===== src/rtl/multicycle_ctrl_if.sv =====
// Control/status bundle between the multicycle controller and its datapath.
// master = controller side, slave = datapath side.
interface multicycle_ctrl_if;
    logic [5:0] opcode;
    logic       zero;
    logic       mem_ready;
    logic       pc_en;
    logic       ir_write;
    logic       mem_read;
    logic       mem_write;
    logic       iord;
    logic       reg_write;
    logic       reg_dst;
    logic       mem_to_reg;
    logic       alu_src_a;
    logic [1:0] alu_src_b;
    logic [1:0] alu_op;
    logic [1:0] pc_src;
    logic       ext_zero;
    logic       retire;
    logic       trap;
    logic [3:0] state;

    modport master (
        input  opcode, zero, mem_ready,
        output pc_en, ir_write, mem_read, mem_write, iord, reg_write, reg_dst, mem_to_reg,
               alu_src_a, alu_src_b, alu_op, pc_src, ext_zero, retire, trap, state
    );

    modport slave (
        output opcode, zero, mem_ready,
        input  pc_en, ir_write, mem_read, mem_write, iord, reg_write, reg_dst, mem_to_reg,
               alu_src_a, alu_src_b, alu_op, pc_src, ext_zero, retire, trap, state
    );
endinterface


===== src/rtl/multicycle_ctrl.sv =====
// Multicycle MIPS-style control FSM with a memory-wait watchdog that traps
// when mem_ready does not arrive within TIMEOUT cycles.
module multicycle_ctrl #(
    parameter int unsigned TIMEOUT = 15
) (
    input logic               clk,
    input logic               rst_n,
    multicycle_ctrl_if.master bus
);
    typedef enum logic [3:0] {
        StRst     = 4'd0,
        StFetch   = 4'd1,
        StDecode  = 4'd2,
        StMemAddr = 4'd3,
        StMemRd   = 4'd4,
        StMemWb   = 4'd5,
        StMemWr   = 4'd6,
        StExec    = 4'd7,
        StAluWb   = 4'd8,
        StBranch  = 4'd9,
        StJump    = 4'd10,
        StImmExec = 4'd11,
        StImmWb   = 4'd12,
        StTrap    = 4'd13
    } state_e;

    localparam logic [5:0] op_rtype = 6'h00;
    localparam logic [5:0] op_j     = 6'h02;
    localparam logic [5:0] op_beq   = 6'h04;
    localparam logic [5:0] op_addi  = 6'h08;
    localparam logic [5:0] op_andi  = 6'h0C;
    localparam logic [5:0] op_ori   = 6'h0D;
    localparam logic [5:0] op_lw    = 6'h23;
    localparam logic [5:0] op_sw    = 6'h2B;
    localparam logic [7:0] wait_last = 8'(TIMEOUT - 1);

    state_e     state_q, state_d;
    logic [7:0] wait_cnt_q;
    logic       wait_inc;
    logic       timeout;
    logic       pc_write, branch;
    logic       ir_write, mem_read, mem_write, iord, reg_write, reg_dst, mem_to_reg;
    logic       alu_src_a, ext_zero, retire, trap;
    logic [1:0] alu_src_b, alu_op, pc_src;

    assign timeout = (wait_cnt_q == wait_last);

    // Next-state and output decode; everything defaults to 0 / hold.
    always_comb begin
        state_d    = state_q;
        wait_inc   = 1'b0;
        pc_write   = 1'b0;
        branch     = 1'b0;
        ir_write   = 1'b0;
        mem_read   = 1'b0;
        mem_write  = 1'b0;
        iord       = 1'b0;
        reg_write  = 1'b0;
        reg_dst    = 1'b0;
        mem_to_reg = 1'b0;
        alu_src_a  = 1'b0;
        alu_src_b  = 2'b00;
        alu_op     = 2'b00;
        pc_src     = 2'b00;
        ext_zero   = 1'b0;
        retire     = 1'b0;
        trap       = 1'b0;
        unique case (state_q)
            StRst: state_d = StFetch;
            StFetch: begin
                mem_read  = 1'b1;
                alu_src_b = 2'b01;
                if (bus.mem_ready) begin
                    ir_write = 1'b1;
                    pc_write = 1'b1;
                    state_d  = StDecode;
                end else begin
                    wait_inc = 1'b1;
                    if (timeout) state_d = StTrap;
                end
            end
            StDecode: begin
                alu_src_b = 2'b11;
                case (bus.opcode)
                    op_rtype:                 state_d = StExec;
                    op_lw, op_sw:             state_d = StMemAddr;
                    op_beq:                   state_d = StBranch;
                    op_j:                     state_d = StJump;
                    op_addi, op_andi, op_ori: state_d = StImmExec;
                    default:                  state_d = StTrap;
                endcase
            end
            StMemAddr: begin
                alu_src_a = 1'b1;
                alu_src_b = 2'b10;
                state_d   = (bus.opcode == op_lw) ? StMemRd : StMemWr;
            end
            StMemRd: begin
                mem_read = 1'b1;
                iord     = 1'b1;
                if (bus.mem_ready) begin
                    state_d = StMemWb;
                end else begin
                    wait_inc = 1'b1;
                    if (timeout) state_d = StTrap;
                end
            end
            StMemWb: begin
                reg_write  = 1'b1;
                mem_to_reg = 1'b1;
                retire     = 1'b1;
                state_d    = StFetch;
            end
            StMemWr: begin
                mem_write = 1'b1;
                iord      = 1'b1;
                if (bus.mem_ready) begin
                    retire  = 1'b1;
                    state_d = StFetch;
                end else begin
                    wait_inc = 1'b1;
                    if (timeout) state_d = StTrap;
                end
            end
            StExec: begin
                alu_src_a = 1'b1;
                alu_op    = 2'b10;
                state_d   = StAluWb;
            end
            StAluWb: begin
                reg_write = 1'b1;
                reg_dst   = 1'b1;
                retire    = 1'b1;
                state_d   = StFetch;
            end
            StBranch: begin
                alu_src_a = 1'b1;
                alu_op    = 2'b01;
                pc_src    = 2'b01;
                branch    = 1'b1;
                retire    = 1'b1;
                state_d   = StFetch;
            end
            StJump: begin
                pc_write = 1'b1;
                pc_src   = 2'b10;
                retire   = 1'b1;
                state_d  = StFetch;
            end
            StImmExec: begin
                alu_src_a = 1'b1;
                alu_src_b = 2'b10;
                alu_op    = 2'b11;
                ext_zero  = (bus.opcode == op_andi) || (bus.opcode == op_ori);
                state_d   = StImmWb;
            end
            StImmWb: begin
                reg_write = 1'b1;
                retire    = 1'b1;
                state_d   = StFetch;
            end
            StTrap: trap = 1'b1;
            // Unused encodings 14/15 fall into the sticky trap.
            default: state_d = StTrap;
        endcase
    end

    // State register.
    always_ff @(posedge clk or negedge rst_n) begin
        if (!rst_n) state_q <= StRst;
        else        state_q <= state_d;
    end

    // Memory-wait counter: counts stalled cycles, restarts on every state change.
    always_ff @(posedge clk or negedge rst_n) begin
        if (!rst_n)                 wait_cnt_q <= 8'd0;
        else if (state_d != state_q) wait_cnt_q <= 8'd0;
        else if (wait_inc)          wait_cnt_q <= wait_cnt_q + 8'd1;
    end

    assign bus.pc_en      = pc_write | (branch & bus.zero);
    assign bus.ir_write   = ir_write;
    assign bus.mem_read   = mem_read;
    assign bus.mem_write  = mem_write;
    assign bus.iord       = iord;
    assign bus.reg_write  = reg_write;
    assign bus.reg_dst    = reg_dst;
    assign bus.mem_to_reg = mem_to_reg;
    assign bus.alu_src_a  = alu_src_a;
    assign bus.alu_src_b  = alu_src_b;
    assign bus.alu_op     = alu_op;
    assign bus.pc_src     = pc_src;
    assign bus.ext_zero   = ext_zero;
    assign bus.retire     = retire;
    assign bus.trap       = trap;
    assign bus.state      = state_q;
endmodule


===== src/flat_wrapper.sv =====
// flat-port wrapper written by rule: the top's interface ports become plain ports
module multicycle_ctrl_flat 
#(
    parameter int unsigned TIMEOUT = 15
)
  (clk, rst_n, bus_opcode, bus_zero, bus_mem_ready, bus_pc_en, bus_ir_write, bus_mem_read, bus_mem_write, bus_iord, bus_reg_write, bus_reg_dst, bus_mem_to_reg, bus_alu_src_a, bus_alu_src_b, bus_alu_op, bus_pc_src, bus_ext_zero, bus_retire, bus_trap, bus_state);
  multicycle_ctrl_if bus_i ();
  input logic clk;
  input logic rst_n;
  input wire logic [$bits(bus_i.opcode)-1:0] bus_opcode;
  input wire logic [$bits(bus_i.zero)-1:0] bus_zero;
  input wire logic [$bits(bus_i.mem_ready)-1:0] bus_mem_ready;
  output wire logic [$bits(bus_i.pc_en)-1:0] bus_pc_en;
  output wire logic [$bits(bus_i.ir_write)-1:0] bus_ir_write;
  output wire logic [$bits(bus_i.mem_read)-1:0] bus_mem_read;
  output wire logic [$bits(bus_i.mem_write)-1:0] bus_mem_write;
  output wire logic [$bits(bus_i.iord)-1:0] bus_iord;
  output wire logic [$bits(bus_i.reg_write)-1:0] bus_reg_write;
  output wire logic [$bits(bus_i.reg_dst)-1:0] bus_reg_dst;
  output wire logic [$bits(bus_i.mem_to_reg)-1:0] bus_mem_to_reg;
  output wire logic [$bits(bus_i.alu_src_a)-1:0] bus_alu_src_a;
  output wire logic [$bits(bus_i.alu_src_b)-1:0] bus_alu_src_b;
  output wire logic [$bits(bus_i.alu_op)-1:0] bus_alu_op;
  output wire logic [$bits(bus_i.pc_src)-1:0] bus_pc_src;
  output wire logic [$bits(bus_i.ext_zero)-1:0] bus_ext_zero;
  output wire logic [$bits(bus_i.retire)-1:0] bus_retire;
  output wire logic [$bits(bus_i.trap)-1:0] bus_trap;
  output wire logic [$bits(bus_i.state)-1:0] bus_state;
  assign bus_i.opcode = bus_opcode;
  assign bus_i.zero = bus_zero;
  assign bus_i.mem_ready = bus_mem_ready;
  assign bus_pc_en = bus_i.pc_en;
  assign bus_ir_write = bus_i.ir_write;
  assign bus_mem_read = bus_i.mem_read;
  assign bus_mem_write = bus_i.mem_write;
  assign bus_iord = bus_i.iord;
  assign bus_reg_write = bus_i.reg_write;
  assign bus_reg_dst = bus_i.reg_dst;
  assign bus_mem_to_reg = bus_i.mem_to_reg;
  assign bus_alu_src_a = bus_i.alu_src_a;
  assign bus_alu_src_b = bus_i.alu_src_b;
  assign bus_alu_op = bus_i.alu_op;
  assign bus_pc_src = bus_i.pc_src;
  assign bus_ext_zero = bus_i.ext_zero;
  assign bus_retire = bus_i.retire;
  assign bus_trap = bus_i.trap;
  assign bus_state = bus_i.state;
  multicycle_ctrl #(.TIMEOUT(TIMEOUT)) u_core (.clk(clk), .rst_n(rst_n), .bus(bus_i));
endmodule

===== config.mk =====
export PLATFORM = sky130hd
export DESIGN_NAME = multicycle_ctrl_flat
export DESIGN_NICKNAME = d
export VERILOG_FILES = /design/src/rtl/multicycle_ctrl_if.sv /design/src/rtl/multicycle_ctrl.sv /design/src/flat_wrapper.sv
export SDC_FILE = /design/constraint.sdc
export NUM_CORES = 1
export LEC_CHECK = 0
export CELL_PAD_IN_SITES_DETAIL_PLACEMENT = 2
export CELL_PAD_IN_SITES_GLOBAL_PLACEMENT = 2
export CORE_AREA = 2 2 66 68
export DETAILED_ROUTE_END_ITERATION = 12
export DIE_AREA = 0 0 68 70
export GPL_ROUTABILITY_DRIVEN = 0
export GPL_TIMING_DRIVEN = 0
export PLACE_DENSITY_LB_ADDON = 0.1
export SETUP_SLACK_MARGIN = 0.05
export SLEW_MARGIN = 15
export SYNTH_ARGS = -nofsm -noshare
export SYNTH_HDL_FRONTEND = slang
export SYNTH_SLANG_ARGS = --single-unit
export TNS_END_PERCENT = 5

===== constraint.sdc =====
create_clock -name clk -period 2.7 [get_ports clk]
set_clock_uncertainty 0.05 [all_clocks]
set_input_delay 0.54 -clock clk [delete_from_list [all_inputs] [get_ports clk]]
set_output_delay 0.54 -clock clk [all_outputs]
set_load 0.01 [all_outputs]

# Word level (Yosys, flattened, before mapping)
# Cells that the tools add are included.
dict set report totals {
  register_bits 12
  latch_bits 0
  mem_bits_rw 0
  rom_bits 0
  input_bits 10
  out_inout_bits 22
  word_cells 69
  mem_count 0
}
dict set report op_classes {
  addsub 1
  multipliers 0
  n_div 0
  n_lt_le_gt_ge 0
  n_eq_ne 22
  n_shift 0
  mux 28
  bitwise 2
  reduce_logical 14
}
# operator n
set op_table {}
lappend op_table {{case mux 4 bit (9 select lines)} 1}
lappend op_table {{equality test 4 bit (second input constant)} 6}
lappend op_table {{case mux 4 bit (5 select lines)} 1}
lappend op_table {{equality test 6 x 4 -> 1 bit (second input constant)} 3}
lappend op_table {{equality test 4 x 3 -> 1 bit (second input constant)} 4}
lappend op_table {{2-to-1 mux 4 bit} 4}
lappend op_table {{2-to-1 mux 8 bit} 2}
lappend op_table {{2-to-1 mux 1 bit} 14}
lappend op_table {{equality test 6 bit (second input constant)} 2}
lappend op_table {{case mux 2 bit (3 select lines)} 2}
lappend op_table {{OR reduction 3 bit} 3}
lappend op_table {{adder 8 x 1 -> 8 bit (second input constant)} 1}
lappend op_table {{equality test 4 x 2 -> 1 bit (second input constant)} 2}
lappend op_table {{equality test 8 x 4 -> 1 bit (second input constant)} 1}
lappend op_table {{OR reduction 2 bit} 4}
lappend op_table {{equality test 6 x 2 -> 1 bit (second input constant)} 1}
lappend op_table {{equality test 6 x 3 -> 1 bit (second input constant)} 1}
lappend op_table {{logical NOT 6 bit} 1}
lappend op_table {{OR reduction 6 bit} 1}
lappend op_table {{OR reduction 5 bit} 1}
lappend op_table {{equality test 4 x 1 -> 1 bit (second input constant)} 1}
lappend op_table {{logical NOT 4 bit} 1}
lappend op_table {{inequality test 4 bit} 1}
lappend op_table {{case mux 1 bit (2 select lines)} 2}
lappend op_table {{other kinds (7)} 7}

# Logic depth before layout (Yosys ltp)
dict set report depth {
  depth_word 6
  mapped_depth 8
  ltp_nobuf 8
}

# Least setup slack after synthesis
# OpenSTA, ideal clock, no wires.
dict set report synth_path {
  kind {register -> output}
  from {reg u_core.state_q[1], in the netlist u_core.bus.state[1]}
  to {out bus_pc_en}
  t_arrival_ps 1471
  required_time_ps 2110
  slack_ps 639
  stages_incl_launch_ff 6
  n_path_buf 1
  path_cell_list {dfrtp_1 > buf_2 > inv_1 > nand2_1 > nor3_1 > a211o_1}
}
dict set report synth_via {
  elab_chain_len 4
  word_cells_on_any_way 7
  cone_classes {eq/ne (3); mux (2); bitwise (2)}
}
# item line
set synth_lines {}
lappend synth_lines {{from (decl)} multicycle_ctrl.sv:37} ;# state_e state_q, state_d;
lappend synth_lines {{from (signal assigned)} multicycle_ctrl.sv:170} ;# if (!rst_n) state_q <= StRst;
lappend synth_lines {{from (signal assigned)} multicycle_ctrl.sv:171} ;# else state_q <= state_d;
lappend synth_lines {{equality test 4 bit} multicycle_ctrl.sv:68} ;# unique case (state_q)
lappend synth_lines {{2-to-1 mux 1 bit} multicycle_ctrl.sv:68}
lappend synth_lines {{AND 1 bit} multicycle_ctrl.sv:181} ;# assign bus.pc_en = pc_write | (branch & bus.zero);
lappend synth_lines {{bitwise OR 1 bit *} multicycle_ctrl.sv:181}
lappend synth_lines {{to (decl)} flat_wrapper.sv:13} ;# output wire logic [$bits(bus_i.pc_en)-1:0] bus_pc_en;
# Mark *: on every way between the ends. The rest lies on a longest branch, timed or not.

# Final worst setup path
dict set report layout_path {
  from {in bus_opcode[4]}
  to {out bus_ext_zero}
}
dict set report layout_via {
  elab_chain_len 3
  word_cells_on_any_way 4
  cone_classes {eq/ne (2); mux (1); reduce/logical (1)}
}
# item line
set layout_lines {}
lappend layout_lines {{from (decl)} flat_wrapper.sv:10} ;# input wire logic [$bits(bus_i.opcode)-1:0] bus_opcode;
lappend layout_lines {{equality test 6 x 4 -> 1 bit} multicycle_ctrl.sv:154} ;# ext_zero = (bus.opcode == op_andi) || (bus.opcode == op_ori);
lappend layout_lines {{logical OR 1 bit *} multicycle_ctrl.sv:154}
lappend layout_lines {{2-to-1 mux 1 bit *} multicycle_ctrl.sv:68}
lappend layout_lines {{to (decl)} flat_wrapper.sv:25} ;# output wire logic [$bits(bus_i.ext_zero)-1:0] bus_ext_zero;
# Marked as above.

==> flow_summary.yaml <==
cells_and_area:
  area_growth_pct: 43.0
  diodes: 0
  nNetsFinal: 192
  final_util_pct: 36.6
  drive_above_1_share_pct: 11.2
sta:
  period_needed_ns: 2.62
  fin_crit_sh_pct: 97.0
  fmax_mhz: 382
  rsz0062_at_grt: "yes"
  whs_ns: 0.520
  setup_viol: 0
  setup-tns-final_ns: 0
  worstMarginPinSlew_ns: 0.610
  max_slew_margin_pct: 59.1
  hold_viol_final: 0
  fin_ws_ns: 0.0820
  slew_viol_final: 0
clock_tree:
  h-tree-depth: 1
  tritoncts: "yes"
  cts_buffers: 3
  numClockSinks: 12
  path_clk_slew_ns: 0.05
  clockRootBuffer: "clkbuf_8"
  cts_hold_buf: 0
  clockBufferDepth: 2
  clock_latency_ns: 0.24
synthesis:
  synthCells: 143
  synth_edf_count: 0
  synthDistinctLibCells: 46
  synth_nets: 155
  ys_seq_area_share_pct: 28.3
  ys_async_sr_fraction_pct: 100
  ys.flop_type: "dfrtp_1"
  synth_area_um2: 1060
  ys_seq_elements: 12
  yosys_warnings: 0
  syn_area_per_cell_um2: 7.41
run:
  maxCapViolations: 0
grt:
  grt_overflow: 0
  grtUsageTotal_pct: 17.2
  grt_pass1_vias: 1262
  antenna_found_initial: 0
  grt_max_degree: 13
  grt_pass1_wl_um: 6340
floorplan:
  fp.coreArea_um2: 4140
  fp.dieW_um: 68
  die-area_um2: 4760
  row_count: 24
  die_h_um: 70
  ioPinCount: 32
  start_util_pct: 25.6
routing:
  drt_iter0_markers: 57
  vias_per_cell: 5.30
  dr.pass1.iters: 4
  ant_nets: 0
  drcViolationCount: 0
  vias: 1218
  wirelength_um: 3790
  routedWlPerCell_um: 16.5
worst_setup_path:
  critPathBufInv: 2
  crit_chain: "clkdlybuf4s50_1 > nor2_2 > nand3_1 > nor3_1 > clkdlybuf4s50_1"
  worst_ep_required_time_ns: 2.11
  worstPathArrival_ns: 2.03
  crit_fanout: 5
  start_kind: "input port"
  max_stage_delay_ns: 0.56
  end_kind: "output pin"
  path_delay_family: "buffers and inverters"
  critical_path_class: "input port to output pin"
  crit_top_cell: "clkdlybuf4s50_1"
  crit_path_top_delay_cell: "clkdlybuf4s50_1"
placement:
  dp_hpwl_um: 3070
  pre_cts_ws_ns: -0.381
  portBuffers: 31
pwr:
  p_leak_nw: 0.577
  total_power_mw: 1.33
  power.density_nw_per_um2: 876
  irDropWorstVdd_uv: 345
worst_hold_path:
  hp-class: "register to register"
status:
  status: "completed"
## Yosys cell counts (all sizes together) (3+ instances only)
cell	number	share of area (%)
dfrtp	12	28
nor3	7	3.3
a21oi	10	4.7
o21ai	8	3.8
inv	7	2.5
nand3	4	2.4
clkbuf	3	1.2
nand2	9	3.2
nand2b	3	1.8
xnor2	6	5.0
nor2	30	11
buf	3	1.7
## path summary, 6_finish.rpt
check / slack [ns] / endpoint / depth (start not counted) / start
worst max-delay path: 0.08 / bus_ext_zero / 5 / bus_opcode[4]
worst min register to register: 0.52 / u_core.wait_cnt_q[7] / 2 / u_core.wait_cnt_q[7]
worst max register to register: 0.58 / u_core.wait_cnt_q[0] / 7 / u_core.bus.state[0]
min in group asynchronous: 0.62 / u_core.wait_cnt_q[1] / 1 / rst_n
max in group asynchronous: 1.59 / u_core.bus.state[1] / 1 / rst_n
worst min-delay path: 0.52 / u_core.wait_cnt_q[7] / 2 / u_core.wait_cnt_q[7]
## repair_timing
item	in CTS	in global routing
cloned	0	0
setup endpoints to repair	8	9
resized for setup	5	10
buffers inserted	1	0
pin swaps	1	1
## cell families after synthesis
| family | share of synthesized area (%) |
|---|---|
| AOI/OAI and AO/OA | 24.1 |
| DFF | 28.3 |
| xor gates and xnor gates | 6.61 |
| and+or+nand+nor | 33.3 |
| adders and majority gates | 2.36 |
| buffers and inverters | 5.31 |
## metrics by stage
stage / std cells / cell area (um^2)
4_1_cts: 230 / 1500
5_1_grt: 230 / 1520
3_3_place_gp: 226 / 1440
2_1_floorplan: 143 / 1060
6_report: 230 / 1520
3_5_place_dp: 226 / 1440
## per-layer routing
metal / GRT usage (%) / wire (um) / up-vias
li1: - / - / 592
met1: 22.5 / 1730 / 601
met2: 29.7 / 1920 / 23
met3: 1.77 / 122 / 2
met4: 4.00 / 23 / 0
met5: 0 / 0 / -
## state kept, by name (all words and copies together) (netlist names)
signal and flops:
u_core.wait_cnt_q 8, u_core.bus.state 4
## final cells by class
class                           count  area (um^2)
Clock buffer                        3         41.3
Inverter                            7         30.0
Fill cell                         494         2630
Sequential cell                    12          300
Buffer                              6         37.5
Tap cell                           52         65.1
Multi-Input combinational cell    118          722
Timing Repair Buffer               32          319
## placed cells by master (no fill, tap or decap), types with 2 or more instances in the layout
master           synthesis  routed
nor2_1                  30      29
clkdlybuf4s50_1          0      29
dfrtp_1                 12      12
a21oi_1                 10      10
nand2_1                  9       8
o21ai_0                  7       7
inv_1                    7       6
nor3_1                   7       6
xnor2_1                  6       6
buf_4                    1       3
nand3_1                  3       3
clkbuf_8                 0       3
clkbuf_2                 1       2
nand2b_1                 3       2
or2_2                    2       2
or2b_1                   2       2
a31oi_1                  2       2
o221ai_1                 2       2
nor2b_1                  2       2
nand3b_1                 2       2
o31ai_1                  2       2
a211oi_1                 2       2
nor3b_1                  2       2
xor2_1                   2       2
ha_1                     2       2
## report_power, final
part / leakage [nW] / internal (mW) / total [mW] / switching (mW)
logic: 0.394 / 0.422 / 0.930 / 0.508
clock network: 0.0216 / 0.0979 / 0.159 / 0.0610
registers: 0.162 / 0.207 / 0.238 / 0.0310
## worst reg2reg max path, cell delays in order, from the launching register on
cell and delay [ns]:
dfrtp_1 0.37, buf_4 0.18, nor3b_1 0.15, o21ai_1 0.50, nor2_1 0.13, nor3_1 0.21
o2111ai_2 0.27, nor2_1 0.18
Note: power is estimated with default switching activity, not from simulation.
